### src/rtl/branch_predictor_if.sv
// Fetch/execute-side signals of the bimodal branch predictor.
// The master drives the PCs and the resolved outcomes; the slave is the predictor.
interface branch_predictor_if;
    logic        pred_valid;
    logic [31:0] pred_pc;
    logic        pred_taken;
    logic        upd_valid;
    logic [31:0] upd_pc;
    logic        upd_taken;
    logic        upd_pred;
    logic        flush;
    logic        mispredict;
    logic [31:0] stat_branches;
    logic [31:0] stat_mispredicts;

    modport master (
        output pred_valid, pred_pc, upd_valid, upd_pc, upd_taken, upd_pred, flush,
        input  pred_taken, mispredict, stat_branches, stat_mispredicts
    );

    modport slave (
        input  pred_valid, pred_pc, upd_valid, upd_pc, upd_taken, upd_pred, flush,
        output pred_taken, mispredict, stat_branches, stat_mispredicts
    );
endinterface

### src/rtl/branch_predictor.sv
// Bimodal predictor: a table of 2-bit saturating counters indexed by PC[INDEX_BITS+1:2].
// Define BHT_STATS_EN to add saturating resolved-branch and misprediction counters.
module branch_predictor #(
    parameter int INDEX_BITS = 6
) (
    input  logic               clk,
    input  logic               rst_n,
    branch_predictor_if.slave  bp
);
    localparam int ENTRIES = 1 << INDEX_BITS;
    localparam logic [1:0] CTR_INIT = 2'b01;

    logic [1:0]            r_ctr [ENTRIES];
    logic [INDEX_BITS-1:0] w_pred_idx;
    logic [INDEX_BITS-1:0] w_upd_idx;
    logic                  w_accept;
    logic                  w_unused_pc_bits;

    function automatic logic [1:0] f_ctr_next(input logic [1:0] ctr, input logic taken);
        if (taken)
            return (ctr == 2'b11) ? 2'b11 : ctr + 2'b01;
        else
            return (ctr == 2'b00) ? 2'b00 : ctr - 2'b01;
    endfunction

    assign w_pred_idx = bp.pred_pc[INDEX_BITS+1:2];
    assign w_upd_idx  = bp.upd_pc[INDEX_BITS+1:2];
    assign w_accept   = bp.upd_valid & ~bp.flush;

    assign w_unused_pc_bits = ^{bp.pred_pc[31:INDEX_BITS+2], bp.pred_pc[1:0],
                                bp.upd_pc[31:INDEX_BITS+2], bp.upd_pc[1:0]};

    // Reads see the pre-update table; a same-cycle update lands at the edge.
    assign bp.pred_taken = bp.pred_valid & r_ctr[w_pred_idx][1];
    assign bp.mispredict = bp.upd_valid & (bp.upd_taken != bp.upd_pred);

    always_ff @(posedge clk or negedge rst_n) begin
        if (!rst_n) begin
            for (int i = 0; i < ENTRIES; i++) r_ctr[i] <= CTR_INIT;
        end else if (bp.flush) begin
            for (int i = 0; i < ENTRIES; i++) r_ctr[i] <= CTR_INIT;
        end else if (bp.upd_valid) begin
            r_ctr[w_upd_idx] <= f_ctr_next(r_ctr[w_upd_idx], bp.upd_taken);
        end
    end

`ifdef BHT_STATS_EN
    logic [31:0] r_stat_branches;
    logic [31:0] r_stat_mispredicts;

    function automatic logic [31:0] f_sat_inc(input logic [31:0] val);
        return (val == 32'hFFFF_FFFF) ? val : val + 32'd1;
    endfunction

    // Flush discards the update, so it is not counted either; stats survive flush.
    always_ff @(posedge clk or negedge rst_n) begin
        if (!rst_n) begin
            r_stat_branches    <= 32'h0;
            r_stat_mispredicts <= 32'h0;
        end else if (w_accept) begin
            r_stat_branches <= f_sat_inc(r_stat_branches);
            if (bp.mispredict)
                r_stat_mispredicts <= f_sat_inc(r_stat_mispredicts);
        end
    end

    assign bp.stat_branches    = r_stat_branches;
    assign bp.stat_mispredicts = r_stat_mispredicts;
`else
    logic w_unused_accept;
    assign w_unused_accept     = w_accept;
    assign bp.stat_branches    = 32'h0;
    assign bp.stat_mispredicts = 32'h0;
`endif
endmodule

### src/flat_wrapper.sv
// flat-port wrapper written by rule: the top's interface ports become plain ports
module branch_predictor_flat 
#(
    parameter int INDEX_BITS = 6
)
  (clk, rst_n, bp_pred_valid, bp_pred_pc, bp_upd_valid, bp_upd_pc, bp_upd_taken, bp_upd_pred, bp_flush, bp_pred_taken, bp_mispredict, bp_stat_branches, bp_stat_mispredicts);
  branch_predictor_if bp_i ();
  input  logic clk;
  input  logic rst_n;
  input wire logic [$bits(bp_i.pred_valid)-1:0] bp_pred_valid;
  input wire logic [$bits(bp_i.pred_pc)-1:0] bp_pred_pc;
  input wire logic [$bits(bp_i.upd_valid)-1:0] bp_upd_valid;
  input wire logic [$bits(bp_i.upd_pc)-1:0] bp_upd_pc;
  input wire logic [$bits(bp_i.upd_taken)-1:0] bp_upd_taken;
  input wire logic [$bits(bp_i.upd_pred)-1:0] bp_upd_pred;
  input wire logic [$bits(bp_i.flush)-1:0] bp_flush;
  output wire logic [$bits(bp_i.pred_taken)-1:0] bp_pred_taken;
  output wire logic [$bits(bp_i.mispredict)-1:0] bp_mispredict;
  output wire logic [$bits(bp_i.stat_branches)-1:0] bp_stat_branches;
  output wire logic [$bits(bp_i.stat_mispredicts)-1:0] bp_stat_mispredicts;
  assign bp_i.pred_valid = bp_pred_valid;
  assign bp_i.pred_pc = bp_pred_pc;
  assign bp_i.upd_valid = bp_upd_valid;
  assign bp_i.upd_pc = bp_upd_pc;
  assign bp_i.upd_taken = bp_upd_taken;
  assign bp_i.upd_pred = bp_upd_pred;
  assign bp_i.flush = bp_flush;
  assign bp_pred_taken = bp_i.pred_taken;
  assign bp_mispredict = bp_i.mispredict;
  assign bp_stat_branches = bp_i.stat_branches;
  assign bp_stat_mispredicts = bp_i.stat_mispredicts;
  branch_predictor #(.INDEX_BITS(INDEX_BITS)) u_core (.clk(clk), .rst_n(rst_n), .bp(bp_i));
endmodule
### config.mk
export PLATFORM = sky130hd
export DESIGN_NAME = branch_predictor_flat
export DESIGN_NICKNAME = d
export VERILOG_FILES = /design/src/rtl/branch_predictor_if.sv /design/src/rtl/branch_predictor.sv /design/src/flat_wrapper.sv
export SDC_FILE = /design/constraint.sdc
export NUM_CORES = 1
export LEC_CHECK = 0
export ABC_AREA = 0
export BUFFER_PORTS_ARGS = -buffer_cell sky130_fd_sc_hd__buf_2
export CAP_MARGIN = 20
export CORE_MARGIN = 1
export CORE_UTILIZATION = 45
export CTS_BUF_LIST = sky130_fd_sc_hd__clkbuf_16
export CTS_CLUSTER_DIAMETER = 120
export DETAILED_ROUTE_END_ITERATION = 12
export PLACE_DENSITY = 0.71
export SKIP_LAST_GASP = 1
export SYNTH_ARGS = -nofsm -noshare
export SYNTH_HDL_FRONTEND = slang
export SYNTH_SLANG_ARGS = --single-unit
### constraint.sdc
create_clock -name clk -period 4.4 [get_ports clk]
set_input_delay 0.88 -clock clk [delete_from_list [all_inputs] [get_ports clk]]
set_output_delay 0.88 -clock clk [all_outputs]
set_load 0.05 [all_outputs]
Yosys cells after proc, flatten, opt, wreduce, memory -nomap -nowiden:

Index checks and enable logic that the tools add are counted.

* reductions and logical operators: 3
* shifts and indexed selects: 0
* $mul: 0
* order comparisons: 3
* divide/modulo/power cells: 0
* equality and inequality tests: 2
* add/subtract/negate cells: 2
* muxes and demuxes: 16
* bitwise logic cells: 4

Operators with widths (number)
* 128-bit 2-to-1 mux: 2
* 128-bit bitwise mux: 1
* 2-bit binary-select mux with 6-bit select: 2
* 2-bit 2-to-1 mux: 10
* 7-bit greater-or-equal comparator (second input constant): 2
* 6-bit inverter with 7-bit output: 2
* 2-bit demux with 6-bit select: 1
* 7-bit by 1-bit less-than comparator with 1-bit output (second input constant): 1
* 2-bit by 1-bit adder with 2-bit output (second input constant): 1
* 1-bit AND: 2
* 2-bit equality test (second input constant): 1
* 2-bit zero test: 1
* 2-bit nonzero test: 1
* 2-bit by 1-bit subtractor with 2-bit output (second input constant): 1
* 1-bit logical AND: 1
* 1-bit inequality test: 1

* memory bits (read-only): 0
* bits in registers: 128
* input port bits: 71
* memories kept: 0
* bits in latches: 0
* output and inout bits: 66
* bits in writable memories: 0
* logic and storage cells: 94

Longest topological paths before layout:

* depth in word-level cells: 12
* depth in mapped cells: 12
* depth with buffers taken out: 7

Worst setup path after synthesis:

No wires, ideal clock.

* path type: input to output
* start: input bp_pred_pc[2]
* end: output bp_pred_taken
* data arrival time: 3.599 ns
* setup slack: -0.079 ns
* required time: 3.520 ns
* buffers on the path: 2
* stages on the path: 6
* cell sequence: clkbuf_1 -> buf_1 -> mux4_2 -> mux4_2 -> mux4_2 -> and2_1

* cells in the longest elaborated chain, start to end: 5

Ends and longest elaborated chain
* from (decl): line flat_wrapper.sv:11 `input wire logic [$bits(bp_i.pred_pc)-1:0] bp_pred_pc;`
* 6-bit inverter with 7-bit output (not written as such): line branch_predictor.sv:34 `assign bp.pred_taken = bp.pred_valid & r_ctr[w_pred_idx][1];`
* 2-bit binary-select mux with 6-bit select: line branch_predictor.sv:34
* 2-bit 2-to-1 mux (not written as such) (2 in a row): line branch_predictor.sv:34
* 1-bit AND: line branch_predictor.sv:34
* to (decl): line flat_wrapper.sv:17 `output wire logic [$bits(bp_i.pred_taken)-1:0] bp_pred_taken;`

No other way between the ends. The select of a mux whose other input is x is not followed.

Worst setup path after layout:

Ends and elaborated chain as after synthesis.

==> impl_metrics.toml <==
[worst_setup_path]
crit_path_start_kind = "input port"
cp_common_cell = "mux4_2"
required_ns = 3.52
cp_cell_sequence = "buf_2, buf_12, mux4_2, mux4_2, mux4_2, and2_1, buf_2"
critPathKind = "input port to primary output"
cpPeakStageDelay_ns = 0.54
cp_top_family = "multiplexers"
worstPathMaxFanout = 16
cp.buffers_inverters = 3
arrival_ns = 3.04
slowest_stage = "mux4_2"
cp-end-kind = "primary output"

[power]
power_density_nw_per_um2 = 349
combPwrFrac_pct = 14.1
fin_total_pwr_mw = 2.92
p_int_mw = 2.08
power_leakage_nw = 3.35
p_sw_share_pct = 28.7
peakVddDrop_mv = 0.229
p_switching_mw = 0.838
power_frac_seq_pct = 41.1
p_clk_share_pct = 44.8

[yosys]
synthFlopType = "dfstp_2"
yosysWarningCount = 0
synthArstFlopShare_pct = 100
syn_avg_cell_area_um2 = 9.43
syn_inst = 823
synth-edff-count = 0
ys_types = 51
ys_seq_elements = 128
yosysSeqAreaShare_pct = 42.3
synth_area_um2 = 7760

[sta]
setup-tns-final_ns = 0
setup_viol = 0
tightest_slew_ns = 1.05
slew_headroom_pct = 29.9
rsz0062_at_grt = "no"
slew_viol_final = 0
finalHoldViolCount = 0
finalCritPeriodShare_pct = 89.1
clock_skew_ns = 0.00878
clock.fmax_ghz = 0.255
period_minus_slack_ns = 3.92

[route]
ant_nets = 0
viasPerCell = 6.01
wire_per_inst_um = 19.4
first_pass_iters = 5
routed_wl_mm = 20.5
vias = 6360
drc = 0
drtIter0Drc = 742

[finish]
multi_input_area_um2 = 3920
regArea_um2 = 3280
area_growth_pct = 7.69
final_nets = 896
largest_reg_flops = 128
top_register = "u_core.r_ctr"
diodes = 0
top_regs = "u_core.r_ctr x128"
final_layout_size_suffix_gt1_share_pct = 23.5
final_core_util_pct = 50.0
final.fill_count = 1507

[clocking]
htreeDepth = 4
cts_resized = 0
cts.clk_slew.worst_paths_ns = 0.05
cts_tree = "done"
cts.sinks = 128
clock_latency_ns = 0.42
cts_root_buffer = "clkbuf_16"
cts_buffers = 17
ctsHoldBuffers = 0
clockBufferDepth = 2
postCtsSetupRepairBufs = 0

[global_routing]
grt_start_max_net_pins = 68
grt_pass1_vias = 6010
grt_first_pass_wirelength_mm = 32.8
grt_overflow = 0
grt_usage_pct = 24.0
antenna_found_initial = 0

[floorplanning]
die_area_um2 = 17800
num_io_pins = 137
die_h_um = 133
core_um2 = 16700
start_util_pct = 46.5
num_rows = 47
die_width_um = 133

[place]
io_buffers = 20
place_congestion = 0.829
hpwl_mm = 12.9

[run]
drv_cap = 0

[hold_path]
hp-class = "register to register"

[run_status]
status = "finished, final reports clean"
path summary, 6_finish.rpt:
kind                       slack, ns  cells past startpoint                    startpoint                             to
setup / recovery                0.48                      7                 bp_pred_pc[2]                  bp_pred_taken
hold / removal                  0.50                      2  u_core.r_ctr[42]$_DFFE_PN1P_   u_core.r_ctr[42]$_DFFE_PN1P_
setup reg to reg                1.59                      8  u_core.r_ctr[32]$_DFFE_PN1P_   u_core.r_ctr[93]$_DFFE_PN0P_
hold reg to reg                 0.50                      2  u_core.r_ctr[42]$_DFFE_PN1P_   u_core.r_ctr[42]$_DFFE_PN1P_
max in group asynchronous       2.93                      2                         rst_n  u_core.r_ctr[104]$_DFFE_PN1P_
min in group asynchronous       0.61                      1                         rst_n   u_core.r_ctr[83]$_DFFE_PN0P_
power groups by stage:
stage               sequential, mW  clock, mW  combinational, mW
floorplan                     1.21          0              0.353
global placement              1.22          0              0.405
detailed placement            1.22          0              0.406
CTS                           1.20       1.32              0.406
global route                  1.20       1.38              0.434
finish                        1.20       1.31              0.410
stage by stage:
step	worst slack (ns)	area (um2)	hold WS (ns)	instances
detailed placement	0.338	7810	0.494	1025
global placement	0.428	7810	0.484	1025
CTS	0.463	8350	0.503	1057
floorplan	0.166	8000	0.475	886
finish	0.480	8360	0.502	1058
global route	0.427	8360	0.516	1058
layer usage:
layer / GRT usage (%) / vias up / part of all wire [%] / wire length (um)
li1: - / 2847 / - / -
met1: 33.2 / 3120 / 41 / 8520
met2: 35.9 / 326 / 47 / 9710
met3: 3.96 / 67 / 7.4 / 1520
met4: 13.1 / 0 / 3.8 / 786
met5: 0 / - / 0 / 0
synth_stat cells, types with 2 or more instances:
cell type / instances / area share (%)
o2111ai_1: 2 / 0.23
a21oi_1: 91 / 5.9
mux2i_1: 8 / 1.0
a211oi_1: 21 / 2.0
nand2b_1: 3 / 0.24
a22o_1: 2 / 0.23
nor3b_1: 5 / 0.48
buf_1: 14 / 0.68
nor4b_1: 3 / 0.34
buf_4: 65 / 6.3
o21ai_1: 45 / 2.9
nand2_1: 96 / 4.6
o22ai_1: 5 / 0.40
nor2b_1: 8 / 0.65
clkbuf_1: 27 / 1.3
and2_1: 6 / 0.48
mux4_2: 35 / 10
nand3b_1: 2 / 0.19
inv_1: 4 / 0.19
and3_1: 4 / 0.32
nand3_1: 7 / 0.45
and3b_1: 3 / 0.34
a311oi_1: 2 / 0.23
a221oi_1: 3 / 0.34
buf_6: 7 / 1.0
o21ai_0: 46 / 3.0
o211ai_2: 14 / 2.3
buf_2: 12 / 0.77
dfrtp_1: 64 / 21
o211ai_1: 5 / 0.48
nor2_1: 95 / 4.6
a32oi_1: 7 / 0.79
nor3_1: 9 / 0.58
a22oi_1: 9 / 0.87
mux2_2: 9 / 1.3
a31oi_1: 7 / 0.56
dfstp_2: 64 / 22
worst reg2reg max path, stage by stage (launching register included):
cell and delay (ns):
dfstp_2 0.37, mux4_2 0.45, nand3_1 0.12, o31a_1 0.19, nand4_1 0.18, nor4_1 0.37
maj3_2 0.24, buf_4 0.54, a211oi_1 0.21
final cells by class:
type | count | share of cell area, %
clock buffer | 17 | 5.09
clock inverter | 15 | 1.36
timing repair buffer | 45 | 3.89
inverter | 4 | 0.180
sequential | 128 | 39.3
tap | 220 | 3.29
multi-input combinational | 629 | 46.9
kinds of logic after synthesis:
kind of cell             count (synthesis)  synth area share, %
other                                    1               0.0483
multiplexers                            52                 12.5
buffers and inverters                  129                 10.3
flip-flops                             128                 42.3
adder cells (fa/ha/maj)                  2                0.274
XOR/XNOR                                 1                0.113
AND/OR/NAND/NOR                        248                 14.0
AO/OA/AOI/OAI                          262                 20.5
cell usage in the layout (no fill, tap or decap), types with 5 or more instances in the layout:
cell type,instances
inv_1,7
clkbuf_16,17
nor2_1,95
a31oi_1,7
o22ai_1,5
o21ai_0,46
conb_1,64
buf_4,22
a21oi_1,91
dfrtp_1,64
a211oi_1,21
a22oi_1,9
dfstp_2,64
mux2_2,9
a32oi_1,7
nor3b_1,5
o211ai_2,14
nor2b_1,8
mux2i_1,8
mux4_2,35
nand2_1,96
nand3_1,7
buf_2,20
clkinv_1,5
o21ai_1,45
nor3_1,9
and2_1,6
o211ai_1,5
(Power assumes the default switching activity.)
